**src/rtl/apb_req_arbiter_if.sv**
```systemverilog
// apb_req_arbiter_if
// Command/response channel between the request arbiter and the APB bridge.
//   master (arbiter side): drives trnsfr, wr, dsel, address, data_in;
//                          receives data_out, done.
//   slave  (bridge side) : the reverse.
// Signals:
//   trnsfr   - one-cycle transfer start
//   wr       - direction, 1 = write
//   dsel     - transfer size (byte/half-word/word)
//   address  - transfer address
//   data_in  - write data toward the bridge
//   data_out - read data from the bridge, valid with done
//   done     - one-cycle completion pulse from the bridge
interface apb_req_arbiter_if #(
    parameter int ADDR_WIDTH = 32,
    parameter int DATA_WIDTH = 32
);
    logic                  trnsfr;
    logic                  wr;
    logic [1:0]            dsel;
    logic [ADDR_WIDTH-1:0] address;
    logic [DATA_WIDTH-1:0] data_in;
    logic [DATA_WIDTH-1:0] data_out;
    logic                  done;

    modport master (
        output trnsfr, wr, dsel, address, data_in,
        input  data_out, done
    );

    modport slave (
        input  trnsfr, wr, dsel, address, data_in,
        output data_out, done
    );
endinterface

```
**src/rtl/apb_req_arbiter.sv**
```systemverilog
// apb_req_arbiter
// Round-robin arbiter sharing the single CPU-side port of the APB bridge
// among NUM_REQ requesters. One transfer is outstanding at a time: the
// winner's command is latched, issued as a one-cycle trnsfr pulse, and the
// bridge's done is answered with a one-cycle ack to the winner.
//
// Optional feature macro: ARB_TIMEOUT_EN
//   defined   - WAIT gives up after TIMEOUT cycles without done and answers
//               with rsp_err=1, rsp_rdata=0 (done in the expiry cycle wins).
//   undefined - WAIT lasts until done, rsp_err is tied 0.
//
// Ports:
//   clk, rst_n   - clock (rising edge), asynchronous active-low reset
//   req          - per-requester request, held until ack
//   req_wr       - per-requester direction, 1 = write
//   req_dsel     - per-requester size, requester i at [2i+1:2i]
//   req_addr     - flattened addresses, requester i in slice i
//   req_wdata    - flattened write data, requester i in slice i
//   ack          - one-hot one-cycle completion pulse
//   rsp_rdata    - read data, valid while ack is high, held otherwise
//   rsp_err      - timeout flag, valid while ack is high
//   grant_id     - index of the current or last winner
//   busy         - high in every state except IDLE
//   bus          - bridge channel (master modport)
//
// state | meaning
// ------+-----------------------------------------------------------
// IDLE  | no transfer; pick a winner round-robin from ptr
// ISSUE | trnsfr high for this single cycle
// WAIT  | command held on the bus, waiting for done (or timeout)
// RESP  | ack to the winner, advance ptr past it
module apb_req_arbiter #(
    parameter int NUM_REQ    = 4,
    parameter int ADDR_WIDTH = 32,
    parameter int DATA_WIDTH = 32,
    parameter int TIMEOUT    = 16
) (
    input  logic                          clk,
    input  logic                          rst_n,
    input  logic [NUM_REQ-1:0]            req,
    input  logic [NUM_REQ-1:0]            req_wr,
    input  logic [2*NUM_REQ-1:0]          req_dsel,
    input  logic [NUM_REQ*ADDR_WIDTH-1:0] req_addr,
    input  logic [NUM_REQ*DATA_WIDTH-1:0] req_wdata,
    output logic [NUM_REQ-1:0]            ack,
    output logic [DATA_WIDTH-1:0]         rsp_rdata,
    output logic                          rsp_err,
    output logic [$clog2(NUM_REQ)-1:0]    grant_id,
    output logic                          busy,
    apb_req_arbiter_if.master             bus
);
    localparam int ID_W = $clog2(NUM_REQ);

    if (NUM_REQ < 2 || NUM_REQ > 8) begin : g_bad_num_req
        $error("apb_req_arbiter: NUM_REQ must be 2..8");
    end
    if (TIMEOUT < 1) begin : g_bad_timeout
        $error("apb_req_arbiter: TIMEOUT must be at least 1");
    end

    typedef enum logic [1:0] {
        ST_IDLE  = 2'd0,
        ST_ISSUE = 2'd1,
        ST_WAIT  = 2'd2,
        ST_RESP  = 2'd3
    } state_t;

    state_t          state;
    logic [ID_W-1:0] ptr;

    // Per-requester views of the flattened command buses.
    logic [1:0]            dsel_arr  [NUM_REQ];
    logic [ADDR_WIDTH-1:0] addr_arr  [NUM_REQ];
    logic [DATA_WIDTH-1:0] wdata_arr [NUM_REQ];

    for (genvar g = 0; g < NUM_REQ; g++) begin : g_unpack
        assign dsel_arr[g]  = req_dsel[2*g +: 2];
        assign addr_arr[g]  = req_addr[g*ADDR_WIDTH +: ADDR_WIDTH];
        assign wdata_arr[g] = req_wdata[g*DATA_WIDTH +: DATA_WIDTH];
    end

    // Round-robin pick: first set request at ptr, ptr+1, ... mod NUM_REQ.
    logic [ID_W-1:0] win_id;
    logic [ID_W-1:0] rr_id;
    logic            win_found;
    int              rr_idx;

    always_comb begin
        win_id    = '0;
        win_found = 1'b0;
        rr_idx    = 0;
        rr_id     = '0;
        for (int k = 0; k < NUM_REQ; k++) begin
            rr_idx = (int'(ptr) + k) % NUM_REQ;
            rr_id  = ID_W'(rr_idx);
            if (!win_found && req[rr_id]) begin
                win_found = 1'b1;
                win_id    = rr_id;
            end
        end
    end

`ifdef ARB_TIMEOUT_EN
    localparam int CNT_W = $clog2(TIMEOUT + 1);
    logic [CNT_W-1:0] wait_cnt;
    logic             rsp_err_q;
    assign rsp_err = rsp_err_q;
`else
    assign rsp_err = 1'b0;
`endif

    always_ff @(posedge clk or negedge rst_n) begin
        if (!rst_n) begin
            state       <= ST_IDLE;
            ptr         <= '0;
            ack         <= '0;
            rsp_rdata   <= '0;
            grant_id    <= '0;
            busy        <= 1'b0;
            bus.trnsfr  <= 1'b0;
            bus.wr      <= 1'b0;
            bus.dsel    <= '0;
            bus.address <= '0;
            bus.data_in <= '0;
`ifdef ARB_TIMEOUT_EN
            wait_cnt    <= '0;
            rsp_err_q   <= 1'b0;
`endif
        end else begin
            ack <= '0;
            case (state)
                ST_IDLE: begin
                    if (win_found) begin
                        bus.wr      <= req_wr[win_id];
                        bus.dsel    <= dsel_arr[win_id];
                        bus.address <= addr_arr[win_id];
                        bus.data_in <= wdata_arr[win_id];
                        grant_id    <= win_id;
                        bus.trnsfr  <= 1'b1;
                        busy        <= 1'b1;
                        state       <= ST_ISSUE;
                    end
                end
                ST_ISSUE: begin
                    bus.trnsfr <= 1'b0;
`ifdef ARB_TIMEOUT_EN
                    wait_cnt   <= '0;
`endif
                    state      <= ST_WAIT;
                end
                ST_WAIT: begin
                    if (bus.done) begin
                        rsp_rdata     <= bus.data_out;
`ifdef ARB_TIMEOUT_EN
                        rsp_err_q     <= 1'b0;
`endif
                        ack[grant_id] <= 1'b1;
                        state         <= ST_RESP;
                    end
`ifdef ARB_TIMEOUT_EN
                    // wait_cnt equals TIMEOUT-1 in the TIMEOUT-th WAIT cycle.
                    else if (wait_cnt == CNT_W'(TIMEOUT - 1)) begin
                        rsp_rdata     <= '0;
                        rsp_err_q     <= 1'b1;
                        ack[grant_id] <= 1'b1;
                        state         <= ST_RESP;
                    end else begin
                        wait_cnt <= wait_cnt + 1'b1;
                    end
`endif
                end
                ST_RESP: begin
                    if (grant_id == ID_W'(NUM_REQ - 1)) begin
                        ptr <= '0;
                    end else begin
                        ptr <= grant_id + 1'b1;
                    end
                    busy  <= 1'b0;
                    state <= ST_IDLE;
                end
                default: begin
                    busy       <= 1'b0;
                    bus.trnsfr <= 1'b0;
                    state      <= ST_IDLE;
                end
            endcase
        end
    end
endmodule

```
**src/flat_wrapper.sv**
```systemverilog
// flat-port wrapper written by rule: the top's interface ports become plain ports
module apb_req_arbiter_flat 
#(
    parameter int NUM_REQ    = 4,
    parameter int ADDR_WIDTH = 32,
    parameter int DATA_WIDTH = 32,
    parameter int TIMEOUT    = 16
)
  (clk, rst_n, req, req_wr, req_dsel, req_addr, req_wdata, ack, rsp_rdata, rsp_err, grant_id, busy, bus_trnsfr, bus_wr, bus_dsel, bus_address, bus_data_in, bus_data_out, bus_done);
  apb_req_arbiter_if #(.ADDR_WIDTH(ADDR_WIDTH), .DATA_WIDTH(DATA_WIDTH)) bus_i ();
  input  logic clk;
  input  logic rst_n;
  input  logic [NUM_REQ-1:0] req;
  input  logic [NUM_REQ-1:0] req_wr;
  input  logic [2*NUM_REQ-1:0] req_dsel;
  input  logic [NUM_REQ*ADDR_WIDTH-1:0] req_addr;
  input  logic [NUM_REQ*DATA_WIDTH-1:0] req_wdata;
  output logic [NUM_REQ-1:0] ack;
  output logic [DATA_WIDTH-1:0] rsp_rdata;
  output logic rsp_err;
  output logic [$clog2(NUM_REQ)-1:0] grant_id;
  output logic busy;
  output wire logic [$bits(bus_i.trnsfr)-1:0] bus_trnsfr;
  output wire logic [$bits(bus_i.wr)-1:0] bus_wr;
  output wire logic [$bits(bus_i.dsel)-1:0] bus_dsel;
  output wire logic [$bits(bus_i.address)-1:0] bus_address;
  output wire logic [$bits(bus_i.data_in)-1:0] bus_data_in;
  input wire logic [$bits(bus_i.data_out)-1:0] bus_data_out;
  input wire logic [$bits(bus_i.done)-1:0] bus_done;
  assign bus_trnsfr = bus_i.trnsfr;
  assign bus_wr = bus_i.wr;
  assign bus_dsel = bus_i.dsel;
  assign bus_address = bus_i.address;
  assign bus_data_in = bus_i.data_in;
  assign bus_i.data_out = bus_data_out;
  assign bus_i.done = bus_done;
  apb_req_arbiter #(.NUM_REQ(NUM_REQ), .ADDR_WIDTH(ADDR_WIDTH), .DATA_WIDTH(DATA_WIDTH), .TIMEOUT(TIMEOUT)) u_core (.clk(clk), .rst_n(rst_n), .req(req), .req_wr(req_wr), .req_dsel(req_dsel), .req_addr(req_addr), .req_wdata(req_wdata), .ack(ack), .rsp_rdata(rsp_rdata), .rsp_err(rsp_err), .grant_id(grant_id), .busy(busy), .bus(bus_i));
endmodule
```
**config.mk**
```make
export PLATFORM = sky130hd
export DESIGN_NAME = apb_req_arbiter_flat
export DESIGN_NICKNAME = d
export VERILOG_FILES = /design/src/rtl/apb_req_arbiter_if.sv /design/src/rtl/apb_req_arbiter.sv /design/src/flat_wrapper.sv
export SDC_FILE = /design/constraint.sdc
export NUM_CORES = 1
export LEC_CHECK = 0
export CORE_AREA = 2 2 161 163
export DETAILED_ROUTE_END_ITERATION = 10
export DIE_AREA = 0 0 163 165
export GPL_TIMING_DRIVEN = 0
export HOLD_SLACK_MARGIN = 0.06
export PLACE_DENSITY = 0.61
export SLEW_MARGIN = 20
export SYNTH_ARGS = -nofsm -noshare
export SYNTH_HDL_FRONTEND = slang
export SYNTH_SLANG_ARGS = --single-unit
```
**constraint.sdc**
```tcl
create_clock -name clk -period 2.2 [get_ports clk]
set_clock_uncertainty 0.2 [all_clocks]
set_input_delay 0.44 -clock clk [delete_from_list [all_inputs] [get_ports clk]]
set_output_delay 0.44 -clock clk [all_outputs]
set_load 0.05 [all_outputs]
```
# [Word level (Yosys, flattened, before mapping)]
# Index checks and enable logic that the tools add are counted.
[classes] n_addsub=4 reduce_logical=15 mux=38 bitwise_logic=1 n_eq_ne=6 order_cmp=8
[ops] cell="32-bit binary-select mux with 2-bit select" n=2
[ops] cell="32-bit 2-to-1 mux" n=4
[ops] cell="2-bit by 3-bit less-than comparator with 1-bit output (second input constant)" n=6
[ops] cell="2-bit 2-to-1 mux" n=9
[ops] cell="1-bit 2-to-1 mux" n=11
[ops] cell="1-bit binary-select mux with 2-bit select" n=5
[ops] cell="2-bit AND reduction" n=5
[ops] cell="4-bit 2-to-1 mux" n=2
[ops] cell="2-bit case mux with 4 select lines" n=1
[ops] cell="2-bit equality test (second input constant)" n=3
[ops] cell="2-bit by 1-bit adder with 2-bit output (second input constant)" n=2
[ops] cell="2-bit adder (second input constant)" n=2
[ops] cell="2-bit binary-select mux with 2-bit select" n=1
[ops] cell="1-bit logical AND" n=4
[ops] cell="1-bit case mux with 2 select lines" n=2
[ops] cell="2-bit nonzero test" n=2
[ops] cell="3-bit greater-or-equal comparator (second input constant)" n=1
[ops] cell="1-bit logical NOT" n=3
[ops] cell="2-bit inverter with 3-bit output" n=1
[ops] cell="1-bit demux with 2-bit select" n=1
[ops] cell="2-bit by 1-bit equality test with 1-bit output (second input constant)" n=1
[ops] cell="2-bit by 1-bit greater-or-equal comparator with 1-bit output (second input constant)" n=1
[ops] cell="2-bit logical NOT" n=1
[ops] cell="2-bit by 1-bit inequality test with 1-bit output (second input constant)" n=1
[ops] cell="2-bit inequality test (second input constant)" n=1
[totals] wordCells=83 output_inout_bits=108 input_bits=307 regBits=111

# [Longest topological paths before layout]
# Gate-level depths: netlist of the first run.
[depth] ltp_word=16 depth_mapped=8

# [Worst setup path before layout of the first run]
# Ideal clock, no wire load.
[synth_path] path_kind="input -> register" from="input req[2]" to="register u_core.bus.address[10]" cell_stages=8 arrival_time_ps=1775 required_time_ps=1868 path_buffers=4 path_slack_ps=93 setup_ps=132 cell_sequence="or4_1 buf_4 nand2_4 or3_1 buf_4 buf_6 buf_6 o221ai_2"
[synth_via] elab_chain_len=16 elab_cells_between_ends=27 classes_between="mux: 19; bitwise: 1; reduce/logical: 7"
[synth_rtl] item="from (decl)" line_no="flat_wrapper.sv:13" text="input logic [NUM_REQ-1:0] req;"
[synth_rtl] item="1-bit binary-select mux with 2-bit select" line_no="apb_req_arbiter.sv:96" text="if (!win_found && req[rr_id]) begin"
[synth_rtl] item="1-bit 2-to-1 mux (implied by the code)" line_no="apb_req_arbiter.sv:96"
[synth_rtl] item="1-bit 2-to-1 mux" line_no="apb_req_arbiter.sv:96"
[synth_rtl] item="1-bit logical NOT" line_no="apb_req_arbiter.sv:96"
[synth_rtl] item="1-bit logical AND" line_no="apb_req_arbiter.sv:96"
[synth_rtl] item="1-bit 2-to-1 mux" line_no="apb_req_arbiter.sv:96"
[synth_rtl] item="1-bit logical NOT" line_no="apb_req_arbiter.sv:96"
[synth_rtl] item="1-bit logical AND" line_no="apb_req_arbiter.sv:96"
[synth_rtl] item="1-bit 2-to-1 mux" line_no="apb_req_arbiter.sv:96"
[synth_rtl] item="1-bit logical NOT" line_no="apb_req_arbiter.sv:96"
[synth_rtl] item="1-bit logical AND" line_no="apb_req_arbiter.sv:96"
[synth_rtl] item="2-bit 2-to-1 mux" line_no="apb_req_arbiter.sv:96"
[synth_rtl] item="2-bit inverter with 3-bit output (implied by the code)" line_no="apb_req_arbiter.sv:136" text="bus.address <= addr_arr[win_id];"
[synth_rtl] item="32-bit binary-select mux with 2-bit select" line_no="apb_req_arbiter.sv:136"
[synth_rtl] item="32-bit 2-to-1 mux (implied by the code) (2 in series)" line_no="apb_req_arbiter.sv:136"
[synth_rtl] item="to (signal assigned)" line_no="apb_req_arbiter.sv:136"
[synth_rtl] item="to (decl)" line_no="apb_req_arbiter_if.sv:27" text="output trnsfr, wr, dsel, address, data_in,"
# Parallel ways exist; a longest one is shown, timed or not. The select of a mux whose other input is x is not followed.
# A chain may end at the register's enable or synchronous reset.

# [Worst setup path in the final report of the first run]
[layout_path] from="register u_core.ptr[1]" to="register u_core.bus.data_in[15]"
[layout_via] elab_chain_len=16 elab_cells_between_ends=30 classes_between="add/sub: 3; mux: 19; bitwise: 1; reduce/logical: 7"
[layout_rtl] item="from (decl)" line_no="apb_req_arbiter.sv:69" text="logic [ID_W-1:0] ptr;"
[layout_rtl] item="from (signal assigned)" line_no="apb_req_arbiter.sv:176" text="ptr <= grant_id + 1'b1;"
[layout_rtl] item="parallel branches: the longest is 16 deep, another holds 2-bit by 1-bit adder with 2-bit output"
[layout_rtl] item="to (signal assigned)" line_no="apb_req_arbiter.sv:137" text="bus.data_in <= wdata_arr[win_id];"
[layout_rtl] item="to (decl)" line_no="apb_req_arbiter_if.sv:27"
# Several ways; the timed one is not identified. The select of a mux whose other input is x is not followed.

==> results of run 1 <==
[what timing repair did]
item                                   4_1_cts  5_1_grt
cloned                                       4        4
setup endpoints to repair                  144      107
endpoints found under the hold margin       55        0
pin swaps                                    4       22
hold buffers                                 1        0
resized for setup                          141       90
buffers inserted                            14        6
[placed cells by master (no fill, tap or decap), types with 2 or more instances in the layout]
master,netlist,layout
nor2_1,3,3
o211ai_1,2,2
clkbuf_16,0,13
mux2i_4,0,18
nand2_1,74,73
buf_4,6,20
inv_2,0,2
buf_8,0,2
inv_6,0,2
dfrtp_1,111,111
buf_6,13,12
and3_1,4,4
inv_1,8,6
clkdlybuf4s15_2,0,2
mux2i_2,0,15
mux2i_1,134,101
clkdlybuf4s50_1,0,321
ha_1,9,8
clkinv_8,0,2
clkbuf_1,5,5
buf_12,0,16
o21ai_0,5,5
dlygate4sd2_1,0,46
buf_16,0,4
buf_2,15,8
dlymetal6s2s_1,0,42
a21oi_1,3,3
mux2_2,35,34
o221ai_2,15,23
o221ai_1,53,45
[routing by layer]
metal | vias to the layer above | share of wire [%]
met2 | 274 | 52
met4 | 0 | 1.3
li1 | 2845 | -
met1 | 2919 | 39
met3 | 17 | 8.3
met5 | - | 0
[per-stage QoR]
stage	utilization [%]	TNS, ns	cell area, um2
floorplan	-	0	6120
global placement	42.6	-547.57	10700
detailed placement	42.7	-63.73	10700
CTS	46.1	-0.450	11500
global route	48.0	-2.71	12000
finish	48.0	-0.191	12000
[sequential cells by signal (all words and copies together), names as in the netlist]
name and flops:
u_core.bus.trnsfr 1, u_core.bus.address 32, u_core.rsp_rdata 32, u_core.ack 4
u_core.bus.data_in 32, u_core.grant_id 2, u_core.busy 1, u_core.bus.dsel 2
u_core.state 2, u_core.bus.wr 1, u_core.ptr 2
[power groups by stage]
stage               sequential [uW]  combinational (uW)  clock, uW
floorplan                      6910                3350          0
global placement               3660               10300          0
detailed placement             3680               10400          0
CTS                            3640               11000       1790
global route                   3750               12000       1870
finish                         3610               11400       1730
[path summary, 6_finish.rpt]
kind | startpoint | end | cells after the start
max | u_core.ptr[1] | u_core.bus.data_in[15] | 8
min | u_core.bus.address[20] | u_core.bus.address[20] | 2
max reg2reg | u_core.ptr[1] | u_core.bus.data_in[15] | 8
min reg2reg | u_core.bus.address[20] | u_core.bus.address[20] | 2
max in group asynchronous | rst_n | u_core.bus.data_in[14] | 3
min in group asynchronous | rst_n | u_core.rsp_rdata[10] | 2
[cells by family (layout without fill, tap and decap cells)]
logic type	after synthesis	after routing	synth area share, %
multiplexers	169	169	28.4
other	1	1	0.0613
AND/OR/NAND/NOR	90	90	6.20
adder cells (fa/ha/maj)	9	9	1.84
flip-flops	111	111	45.4
buffers and inverters	50	508	5.34
AO/OA/AOI/OAI	83	83	12.8
[layout make-up]
| cell class | instances | area [um2] | area share (%) |
|---|---|---|---|
| Timing Repair Buffer | 442 | 4590 | 38.2 |
| Multi-Input combinational cell | 352 | 3410 | 28.4 |
| Sequential cell | 111 | 2780 | 23.1 |
| Buffer | 42 | 500 | 4.16 |
| Tap cell | 330 | 413 | 3.43 |
| Clock buffer | 9 | 225 | 1.87 |
| Clock inverter | 7 | 77.6 | 0.645 |
| Inverter | 8 | 30.0 | 0.250 |
[critical path: cells and delay by family (launching register included)]
| family | cells | cell delay [ns] |
|---|---|---|
| AO/OA/AOI/OAI | 2 | 0.32 |
| buffers and inverters | 4 | 0.59 |
| flip-flops | 1 | 0.44 |
| multiplexers | 2 | 0.55 |
==> impl_summary.log, run 1 <==
INFO  metric outcome = finished, violations left
INFO  metric violated_checks = negative setup slack
INFO  metric timing.critical_path.slowest_stage_cell = dfrtp_1
INFO  metric global_route.usage.met3 = 5.07%
INFO  metric global_route.usage.met1 = 22.0%
INFO  metric fp.dieW = 163 um
INFO  metric p_comb_share = 68.0%
INFO  metric cts-root-buf = clkbuf_16
INFO  metric seq_area_frac_synth = 45.4%
INFO  metric start_util = 24.4%
INFO  metric yosys.area.top_type_share = 45.4%
INFO  metric critPathKind = reg -> reg
INFO  metric antenna_cells = 0
INFO  metric layout_worst_path_cycle_share = 101%
INFO  metric postSynth.asyncResetShare = 100%
INFO  metric synth_largest_area_cell = dfrtp_1
INFO  metric drc_errors = 0
INFO  metric grt_total_usage = 19.0%
INFO  metric buffer_ports.inserted = 413
INFO  metric antenna_found_initial = 0
INFO  metric post-place-ws = -0.929 ns
INFO  metric routed-via-count = 6,055
INFO  metric timing.slew.headroom = 59.6%
INFO  metric worst-r2r-setup-slack = -0.03 ns
INFO  metric floorplan.die.height = 165 um
INFO  metric netlist-cell-type-count = 32
INFO  metric worst_ep_arrival_time = 2.26 ns
INFO  metric cts_tree = done
INFO  metric clock.fmax = 449 MHz
INFO  metric final_layout_size_suffix_gt1_share = 19.2%
INFO  metric synth_register_bits = 111
INFO  metric top_level_ports = 415
INFO  metric rsz0062_at_grt = true
INFO  metric number_of_pins_exceeding_their_max_slew_limit_in_the_final_report = 0
INFO  metric power.total = 16,700 uW
INFO  metric hold_violations = 0
INFO  metric avgSynthCellArea = 11.9 um2
INFO  metric placement_rows = 58
INFO  metric final_net_count = 1,282
INFO  metric layoutNonFillerInstCount = 1,301
INFO  metric finalWorstPathRequiredPeriod = 2.23 ns
INFO  metric setup_viol_count_final = 12
INFO  metric antenna_violating_nets_left = 0
INFO  metric p_int = 8510 uW
INFO  metric numPlacedInstances = 1,257
INFO  metric grt_max_degree = 57
INFO  metric timing.critical_path.slowest_cell_delay = 0.44 ns
INFO  metric share_clk_of_total_power = 10.4%
INFO  metric area_of_the_die = 26,900 um2
INFO  metric postSynthCellCount = 513
INFO  metric groute.layer.met2.usage = 34.8%
INFO  metric cellPowerDensity = 1390 nW/um2
INFO  metric static-leakage-power = 0.00560 uW
INFO  metric post-synth-top-count-cell = mux2i_1
INFO  metric timing.hold.worst.class = reg -> reg
INFO  metric clock_tree.buffer_depth = 2
INFO  metric wl_per_cell = 20.7 um
INFO  metric critical_path.most_common_cell = buf_6
INFO  metric highest_fanout_seen_on_the_critical_path = 7
INFO  metric top_cells_by_area_in_the_synthesized_netlist = dfrtp_1, mux2i_1, o221ai_1, mux2_2, nand2_1
INFO  metric number_of_flops_mapped_to_enable_cells_by_yosys = 0
INFO  metric ys.flop_type = dfrtp_1
INFO  metric drtIter0Drc = 242
INFO  metric clkLatencyLatePin = 0.36 ns
INFO  metric tightestPinTransition = 0.608 ns
INFO  metric detailedPlacementHpwl = 20,100 um
INFO  metric firstDrtPassIters = 4
INFO  metric p_sw_share = 49.1%
INFO  metric fin_worst_setup_slack = -0.0288 ns
INFO  metric yosys_warnings = 0
INFO  metric route.detailed.vias_per_inst = 4.65
INFO  metric worstSetupEndpointType = flip-flop
INFO  metric worst_setup_path_start_kind = flip-flop
INFO  metric cell_area_after_synthesis = 6120 um2
INFO  metric overflow = 0
INFO  metric ys_top_cells_by_count = mux2i_1, dfrtp_1, nand2_1
INFO  metric whs = 0.286 ns
INFO  metric number_of_global_route_vias_before_repair = 6,363
INFO  metric cap_viol_max_count = 0
INFO  metric synth_nets = 829
INFO  metric required = 2.23 ns
INFO  metric postRouteWirelength = 26,900 um
INFO  metric timing.critical_path.cells = mux2_4 > o221ai_2 > buf_6 > buf_6 > buf_4 > buf_12 > mux2i_2 > o221ai_1
INFO  metric area_growth_syn_to_layout = 96.5%
INFO  metric seqPwrFrac = 21.6%
INFO  metric filler_cell_count = 2,348
INFO  metric final_gp_congestion = 0.768
INFO  metric worst_setup_hold_path_clk_slew = 0.09 ns
INFO  metric numCtsBuffers = 9
INFO  metric net-switching-power = 8210 uW
INFO  metric clock_tree.htree_level_count = 3
INFO  metric cts_sinks = 111
INFO  metric grt_first_pass_wirelength = 38,300 um
INFO  metric power.ir.vdd_worst = 0.772 mV
INFO  metric grt-busiest-layer = met2
INFO  metric core-area = 25,000 um2
(Power assumes the default switching activity.)
==> run 2, diff against run 1 <==
--- a/config.mk
+++ b/config.mk
@@ -5,6 +5,7 @@
 export SDC_FILE = /design/constraint.sdc
 export NUM_CORES = 1
 export LEC_CHECK = 0
+export ABC_CLOCK_PERIOD_IN_PS = 2200
 export CORE_AREA = 2 2 161 163
 export DETAILED_ROUTE_END_ITERATION = 10
 export DIE_AREA = 0 0 163 165
==> results of run 2 <==
No change in the layout: final DEF, timing and power equal those of run 1.
==> variant (config.mk and constraints of run 1) <==
`ADDR_WIDTH` is set to 32 in 3 places; all go to 48.
--- a/src/rtl/apb_req_arbiter_if.sv
+++ b/src/rtl/apb_req_arbiter_if.sv
@@ -12,7 +12,7 @@
 //   data_out - read data from the bridge, valid with done
 //   done     - one-cycle completion pulse from the bridge
 interface apb_req_arbiter_if #(
-    parameter int ADDR_WIDTH = 32,
+    parameter int ADDR_WIDTH = 48,
     parameter int DATA_WIDTH = 32
 );
     logic                  trnsfr;
--- a/src/rtl/apb_req_arbiter.sv
+++ b/src/rtl/apb_req_arbiter.sv
@@ -31,7 +31,7 @@
 // RESP  | ack to the winner, advance ptr past it
 module apb_req_arbiter #(
     parameter int NUM_REQ    = 4,
-    parameter int ADDR_WIDTH = 32,
+    parameter int ADDR_WIDTH = 48,
     parameter int DATA_WIDTH = 32,
     parameter int TIMEOUT    = 16
 ) (
--- a/src/flat_wrapper.sv
+++ b/src/flat_wrapper.sv
@@ -2,7 +2,7 @@
 module apb_req_arbiter_flat 
 #(
     parameter int NUM_REQ    = 4,
-    parameter int ADDR_WIDTH = 32,
+    parameter int ADDR_WIDTH = 48,
     parameter int DATA_WIDTH = 32,
     parameter int TIMEOUT    = 16
 )
Ports: changed (resized bus_address and req_addr); port bits go from 415 to 495. No check against the original RTL was run, so the function may have changed too.
==> variant against run 1 <==
  * Sequential share of layout area grew 0.95 points
  * Total power grew 13%
  * Worst setup slack gained 0.089 ns
  * Global-route usage grew 4.7 points
  * Area after synthesis grew 15%
  * Final cell count grew 13%
  * Utilization grew 4.8 points
  * Die area is the same
  * Wire length grew 23%
  * Largest cell class unchanged
  * Sequential cell count grew 16
  * Critical path depth is the same
  * Design area grew 9.9%
==> variant: results (changes against run 1) <==
stage,metric,value,unit,change
synthesis,sequential share of the synthesized area,45.2,%,-0.19 points
power_and_ir_drop,cell-internal power,0.00933,W,+9.6%
worst_setup_path,reg2reg setup slack,0.06,ns,+0.09 ns
detailed_routing,met3 wire length,2750,um,+23%
timing,worst rel slew slack,55.7,%,-3.9 points
worst_setup_path,Worst Setup EP,u_core.bus.data_in[29],,
synthesis,Synthesized Nets,980,,+18%
clocking,Setup Buffers After CTS,2,,-12
synthesis,mux cell area share after synthesis,29.1,%,+0.72 points
outcome,outcome,"complete, no violations",,
timing,hold_ws,0.282,ns,-0.00385 ns
finish,Fillers,2333,,-0.64%
place,IO buf count,493,,+19%
synthesis,synth top area cells,"dfrtp_1 (45%), mux2i_1 (24%), o221ai_1 (9.8%)",,
detailed_routing,met2 WL,17500,um,+26%
place,placed cell area,0.0124,mm2,+16%
power_and_ir_drop,Seq power,0.00410,W,+14%
worst_setup_path,CP peak stage delay,0.39,ns,-0.05 ns
detailed_routing,met1 WL,12500,um,+20%
clocking,clock-pin slew on the worst setup and hold paths,0.07,ns,-0.02 ns
clocking,Post-CTS Resized,152,,+7.8%
power_and_ir_drop,Leakage,6.07,nW,+8.4%
global_routing,met1 usage,27.1,%,+5.1 points
synthesis,Post-Synth Adder-Cell Area,1.60,%,-0.24 points
detailed_routing,Avg Vias per Cell,4.78,,+2.8%
synthesis,cells after synthesis,600,,+17%
clocking,worst skew pair latency,0.42,ns,+0.06 ns
power_and_ir_drop,maximum VDD drop,0.723,mV,-6.3%
global_routing,M2 GR Usage,42.9,%,+8.1 points
power_and_ir_drop,Comb power,0.0120,W,+5%
place,pre-CTS WS,-0.865,ns,+0.0647 ns
place,RePlAce Congestion,0.817,,+6.3%
min_path,Hold Crit Endpoint,u_core.bus.data_in[5],,
finish,share of layout cells above drive strength 1,13.9,%,-5.2 points
synthesis,Synth Area in Compound Gates,12.5,%,-0.33 points
finish,Top Registers,"u_core.bus.address (48), u_core.bus.data_in (32), u_core.rsp_rdata (32)",,
global_routing,largest net degree at the start of global routing,65,,+14%
worst_setup_path,Worst Path Arrival,2.22,ns,-0.04 ns
worst_setup_path,worst r2r src,u_core.ptr[0],,
global_routing,antenna violations before repair,1,,+1
==> variant: changes by cell type after synthesis, moves of 2 or more <==
| cell | before | now |
|---|---|---|
| a21oi_1 | 3 | 1 |
| buf_4 | 6 | 2 |
| buf_6 | 13 | 18 |
| clkbuf_1 | 5 | 12 |
| dfrtp_1 | 111 | 127 |
| inv_1 | 8 | 6 |
| mux2i_1 | 134 | 166 |
| nand2_1 | 74 | 90 |
| nor2_1 | 3 | 6 |
| nor2b_1 | 2 | 4 |
| o21ai_0 | 5 | 2 |
| o21ai_1 | 0 | 3 |
| o221ai_1 | 53 | 79 |
| o221ai_2 | 15 | 4 |
==> variant: cell type report <==
cell class,instances,share of cell area (%)
antenna,1,0.0189
buffer,49,3.45
clock buffer,17,3.22
clock inverter,15,1.19
inverter,7,0.199
multi-input combinational,417,27.6
sequential,127,24.0
tap,330,3.12
timing repair buffer,501,37.2
